### src/rtl/uart_pkg.sv
// Shared constants and state encoding for the UART transmit/receive path.
package uart_pkg;

  localparam int BYTE_W      = 8;
  localparam int AES_BLOCK_W = 128;

  // Block serializer control states.
  typedef enum logic [2:0] {
    ST_IDLE,
    ST_START,
    ST_WAIT,
    ST_GAP,
    ST_DONE
  } tx_state_e;

endpackage

### src/rtl/tx_serializer.sv
// Serializes one block into bytes for the UART transmitter, MSB byte first,
// pacing on tx_done with an optional idle gap between bytes.
module tx_serializer
  import uart_pkg::*;
#(
  parameter int NBYTES     = AES_BLOCK_W / BYTE_W,
  parameter int GAP_CYCLES = 0
) (
  input  logic                     clk,
  input  logic                     reset,
  input  logic [NBYTES*BYTE_W-1:0] block_in,
  input  logic                     block_valid,
  output logic                     ready,
  output logic [BYTE_W-1:0]        tx_data,
  output logic                     tx_start,
  input  logic                     tx_done,
  output logic                     done,
  output logic                     drop
);

  localparam int BLK_W = NBYTES * BYTE_W;
  localparam int CNT_W = (NBYTES > 1) ? $clog2(NBYTES) : 1;
  localparam int GAP_W = (GAP_CYCLES > 1) ? $clog2(GAP_CYCLES) : 1;

  localparam logic [CNT_W-1:0] LAST_BYTE = CNT_W'(NBYTES - 1);
  localparam logic [GAP_W-1:0] GAP_LOAD  = GAP_W'((GAP_CYCLES > 0) ? GAP_CYCLES - 1 : 0);

  tx_state_e         state;
  logic [BLK_W-1:0]  shreg;
  logic [BLK_W-1:0]  shreg_shl;
  logic [CNT_W-1:0]  byte_cnt;
  logic [GAP_W-1:0]  gap_cnt;

  // Register contents after dropping the byte just sent; its top byte is next.
  assign shreg_shl = shreg << BYTE_W;

  // Control FSM with registered handshake outputs and byte datapath.
  always_ff @(posedge clk or posedge reset) begin
    if (reset) begin
      state    <= ST_IDLE;
      // NOTE: the shift register is a plain register, not a memory, so it is
      // cleared with everything else; a reset mid-block leaves no stale data.
      shreg    <= '0;
      byte_cnt <= '0;
      gap_cnt  <= '0;
      ready    <= 1'b1;
      tx_data  <= '0;
      tx_start <= 1'b0;
      done     <= 1'b0;
      drop     <= 1'b0;
    end else begin
      // NOTE: non-blocking throughout, so every branch reads the pre-edge
      // values of state/shreg and the defaults below are safely overridden.
      tx_start <= 1'b0;
      done     <= 1'b0;
      drop     <= block_valid && (state != ST_IDLE);

      case (state)
        ST_IDLE: begin
          if (block_valid) begin
            shreg    <= block_in;
            byte_cnt <= '0;
            tx_data  <= block_in[BLK_W-1 -: BYTE_W];
            tx_start <= 1'b1;
            ready    <= 1'b0;
            state    <= ST_START;
          end
        end

        ST_START: begin
          // tx_done in this cycle belongs to no byte of ours and is ignored.
          state <= ST_WAIT;
        end

        ST_WAIT: begin
          if (tx_done) begin
            if (byte_cnt == LAST_BYTE) begin
              done  <= 1'b1;
              state <= ST_DONE;
            end else begin
              shreg    <= shreg_shl;
              byte_cnt <= byte_cnt + 1'b1;
              if (GAP_CYCLES > 0) begin
                gap_cnt <= GAP_LOAD;
                state   <= ST_GAP;
              end else begin
                tx_data  <= shreg_shl[BLK_W-1 -: BYTE_W];
                tx_start <= 1'b1;
                state    <= ST_START;
              end
            end
          end
        end

        ST_GAP: begin
          // tx_data keeps the previous byte until the next tx_start.
          if (gap_cnt == '0) begin
            tx_data  <= shreg[BLK_W-1 -: BYTE_W];
            tx_start <= 1'b1;
            state    <= ST_START;
          end else begin
            gap_cnt <= gap_cnt - 1'b1;
          end
        end

        ST_DONE: begin
          ready <= 1'b1;
          state <= ST_IDLE;
        end

        default: begin
          ready <= 1'b1;
          state <= ST_IDLE;
        end
      endcase
    end
  end

endmodule

### config.mk
export PLATFORM = sky130hd
export DESIGN_NAME = tx_serializer
export DESIGN_NICKNAME = d
export VERILOG_FILES = /design/src/rtl/uart_pkg.sv /design/src/rtl/tx_serializer.sv
export SDC_FILE = /design/constraint.sdc
export NUM_CORES = 1
export LEC_CHECK = 0
export ABC_AREA = 1
export CAP_MARGIN = 20
export CORE_UTILIZATION = 53
export DETAILED_ROUTE_END_ITERATION = 12
export PLACE_DENSITY = 0.92
export SLEW_MARGIN = 10
export SYNTH_ARGS = -nofsm -noshare
export SYNTH_HDL_FRONTEND = slang
export SYNTH_SLANG_ARGS = --single-unit
export TNS_END_PERCENT = 100
### constraint.sdc
create_clock -name clk -period 7.2 [get_ports clk]
set_input_delay 1.8 -clock clk [delete_from_list [all_inputs] [get_ports clk]]
set_output_delay 1.8 -clock clk [all_outputs]
set_load 0.1 [all_outputs]
Yosys cells after proc, flatten, opt, wreduce, memory -nomap -nowiden

Cells that the tools add are included.

$add $sub $neg: 2
Eq/ne operators: 8
Muxes and demuxes: 29
Bitwise operators: 1
Reduce and logical (&&, ||, !) cells: 10

Operators with widths:

| kind                                                | count |
|---|---|
| 2-to-1 mux 128 bit                                  | 3 |
| case mux 128 bit (2 select lines)                   | 1 |
| 2-to-1 mux 8 bit                                    | 4 |
| case mux 8 bit (3 select lines)                     | 1 |
| 2-to-1 mux 3 bit                                    | 4 |
| 2-to-1 mux 4 bit                                    | 3 |
| case mux 3 bit (4 select lines)                     | 1 |
| 2-to-1 mux 1 bit                                    | 9 |
| != test 2 bit, second input constant                | 4 |
| case mux 4 bit (2 select lines)                     | 1 |
| equality test 3 x 2 -> 1 bit, second input constant | 2 |
| nonzero test 3 bit                                  | 2 |
| AND reduction 5 bit                                 | 1 |
| adder 4 x 1 -> 4 bit, second input constant         | 1 |
| equality test 4 bit, second input constant          | 1 |
| AND reduction 4 bit                                 | 1 |
| equality test 3 x 1 -> 1 bit, second input constant | 1 |
| logical NOT 3 bit                                   | 1 |
| case mux 1 bit (3 select lines)                     | 1 |
| AND reduction 3 bit                                 | 1 |
| OR reduction 3 bit                                  | 1 |
| case mux 1 bit (2 select lines)                     | 1 |
| AND reduction 2 bit                                 | 1 |
| nonzero test 2 bit                                  | 1 |
| 3 further kinds                                     | 3 |

Bits in registers: 148
Input bits: 132
Output and inout bits: 12
Logic and storage cells: 59

Longest topological paths before layout

Depth after elaboration: 4
Gate-level depth with buffers: 9
Gate-level depth less buffers: 8

Worst setup path after synthesis

OpenSTA, ideal clock, no wires.

Path type: flip-flop to output port
Start point: register tx_data[0]
End point: output port tx_data[0]
Arrival time: 0.898 ns
Required time: 5.400 ns
Setup slack: 4.502 ns
Cell stages (with the launch flop): 1
Buffers on the path: 0
Cells stage by stage: dfrtp_1

RTL lines:

| element                  | RTL line            | RTL |
|---|---|---|
| start: declaration       | tx_serializer.sv:14 | `output logic [BYTE_W-1:0] tx_data,` |
| start signal: assignment | tx_serializer.sv:63 | `tx_data <= block_in[BLK_W-1 -: BYTE_W];` |
| start signal: assignment | tx_serializer.sv:87 | `tx_data <= shreg_shl[BLK_W-1 -: BYTE_W];` |
| start signal: assignment | tx_serializer.sv:98 | `tx_data <= shreg[BLK_W-1 -: BYTE_W];` |

No word-level cell between the ends.

Worst setup path after layout

Start point: input port block_valid
End point: register shreg[69]

Word-level cells in the longest chain between the ends: 2

RTL lines:

| element                       | RTL line            | RTL |
|---|---|---|
| start: declaration            | tx_serializer.sv:12 | `input logic block_valid,` |
| != test 2 bit (no line)       | -                   |  |
| AND reduction 4 bit (no line) | -                   |  |
| end signal: assignment        | tx_serializer.sv:61 | `shreg <= block_in;` |
| end signal: assignment        | tx_serializer.sv:81 | `shreg <= shreg_shl;` |
| end: declaration              | tx_serializer.sv:29 | `logic [BLK_W-1:0] shreg;` |

Every way passes these cells.
A chain may end at the register's enable or synchronous reset.

==> out/results.ini <==
[worst_setup_path]
required_ns=7.55
criticalPathCategory=primary input to flip-flop
reg2regPathDepth=6
crit_arrival_ns=4.69
slowest_stage=nand2_4
critical-path-max-stage-delay_ns=0.77
cp_max_fo=74
crit_path_frequent_cell=nand2_1
cp_cell_sequence=clkdlybuf4s50_1 -> nand3_4 -> nand2_4 -> buf_4 -> nand2_1 -> nand2_1
end_kind=flip-flop
startpoint_type=primary input

[pwr]
seq_power_share_pct=36.7
vdd_drop_max_v=0.0003404
pwr-share-clk_pct=19.4
p_total_uw=3892
comb_power_share_pct=44.0
p_sw_share_pct=43.82
switchingPower_uw=1706
p_leak_uw=0.005129
internal_power_uw=2187
power_density_nw_per_um2=413.3

[timing]
period_needed_ns=4.337
max_slew_margin_pct=29.68
layout_setup_ws_ns=2.863
finalHoldViolations=0
finalSetupTns_ns=0
worst_pin_slew_ns=1.052
fmax_mhz=230.6
setup_viol=0
finalCritPeriodShare_pct=60.23
fin_skew_ns=0.007004
drv_slew=0
rsz0062_at_grt=no

[final_layout]
post-route-util_pct=68.11
insertedDiodeCount=0
fillers=1093
fin_cells=1363
final_layout_size_suffix_gt1_share_pct=3.297
num-nets-final=1309
area_delta_synth_final_pct=25.70

[synthesis]
synth.distinct_cells=19
synth_area_sq_um=7492
yosys.area.top_type=dfrtp_1
synth_warnings=0
syn-num-nets=1210
synth_common_cells=nand2_1, nand3_1, dfrtp_1
synth_most_common_cell=nand2_1
synth.yosys.seq_area_share_pct=49.11
syn_avg_cell_area_sq_um=6.957
synth_top_area_share_pct=48.76
synth_ff_type=dfrtp_1
syn_inst=1077
synth-async-reset-ratio_pct=100.0
synthTopCellsByArea=dfrtp_1, nand2_1, nand3_1
ys_ff_latch=147
synth_enable_flop_cells=0

[grt]
first_global_vias=6630
grt_pass1_wl_mm=31.32
antenna_found_initial=0
grtUsageTotal_pct=27.31
grt_max_degree=122
overflow=0

[detailed_routing]
drtPass1Iterations=7
drtIter0Drc=876
routedWlPerCell_microns=13.94
wirelength_mm=19.01
routed-via-count=7209
ant_nets=0
drc=0
vias_per_cell=5.289

[floorplanning]
rows=43
die-area_sq_um=14620
fp.dieW_microns=120.9
die_h_microns=120.9
design.core.area_sq_um=13830
io_pins=144
start_util_pct=54.19

[job]
max_cap_viol_count=0

[clock_tree]
cts.clk_slew.worst_paths_ns=0.06
post_cts_resized=0
numCtsBuffers=17
htree_num_levels=4
cts.sinks=147
cts_tree=built
post-cts-setup-buffers=0
clock_latency_ns=0.42
clk_path_buf_depth=2
cts_hold_buffers=0
clockRootBuffer=clkbuf_16

[hold_path]
whs_path_depth=2
holdCritPathClass=flip-flop to flip-flop

[run_status]
status=complete, no violations

[place]
dp.cells=1335
dp_slack_ns=2.458
dpl.hpwl_mm=11.74
gp_congestion=0.8468
port_buffers=143

## logic make-up after synthesis
family	synth area share (%)
flip-flops	49.11
buffers and inverters	5.277
adder cells (fa/ha/maj)	0.1670
AND/OR/NAND/NOR	45.19
AO/OA/AOI/OAI	0.2505
## layer usage
metal,track usage [%],vias to the layer above,part of all wire [%]
li1,-,3534,-
met1,37.55,3311,42
met2,42.18,311,48
met3,5.498,53,7.2
met4,11.42,0,2.9
met5,0,-,0
## placed cells by master (no fill, tap or decap), drive strengths merged
cell,synthesis,final
clkinv,0,1
nand3,161,161
a31oi,1,1
clkdlybuf4s50,0,143
inv,15,15
o21ai,1,1
nor2,8,8
ha,1,1
nand2,668,668
nor3b,3,3
clkbuf,21,25
dfrtp,146,146
dfstp,1,1
buf,50,8
a21boi,1,1
## sequential cells by signal (all words and copies together), names as in the netlist
| name | count |
|---|---|
| shreg | 128 |
| tx_data | 8 |
| byte_cnt | 4 |
| state | 3 |
| done | 1 |
| drop | 1 |
| ready | 1 |
| tx_start | 1 |
## power groups by stage
stage	logic (uW)	clock network (uW)	registers, uW
floorplan	1160	0	1540
global placement	1640	0	1410
detailed placement	1690	0	1430
CTS	1710	759	1420
global route	1930	799	1460
finish	1710	754	1430
## worst max-delay path: cells and delay by family
kind	cells	cell delay, ns
AND/OR/NAND/NOR	4	1.57
buffers and inverters	2	1.26
## metrics by stage
step,hold slack [ns],cell area [sq um]
after floorplan,0.4759,7492
after global placement,0.4530,8897
after detailed placement,0.4535,8897
after CTS,0.4620,9378
after global routing,0.4868,9418
final,0.4598,9418
## layout make-up
| type | count | area [sq um] | area share [%] |
|---|---|---|---|
| multi-input combinational | 844 | 3455 | 36.68 |
| timing repair buffer | 151 | 1516 | 16.10 |
| tap | 180 | 225.2 | 2.391 |
| clock inverter | 1 | 5.005 | 0.05314 |
| inverter | 15 | 61.31 | 0.6510 |
| clock buffer | 25 | 475.5 | 5.048 |
| sequential | 147 | 3680 | 39.07 |
## worst paths after layout
kind,from,endpoint,slack (ns)
hold / removal,ready$_DFFE_PP1P_,ready$_DFFE_PP1P_,0.46
setup reg to reg,state[1]$_DFFE_PP0P_,shreg[69]$_DFFE_PP0P_,3.98
setup / recovery,block_valid,shreg[69]$_DFFE_PP0P_,2.86
hold reg to reg,ready$_DFFE_PP1P_,ready$_DFFE_PP1P_,0.46
max in group asynchronous,reset,shreg[51]$_DFFE_PP0P_,4.15
min in group asynchronous,reset,shreg[49]$_DFFE_PP0P_,1.84
Note: power is estimated with default switching activity, not from simulation.
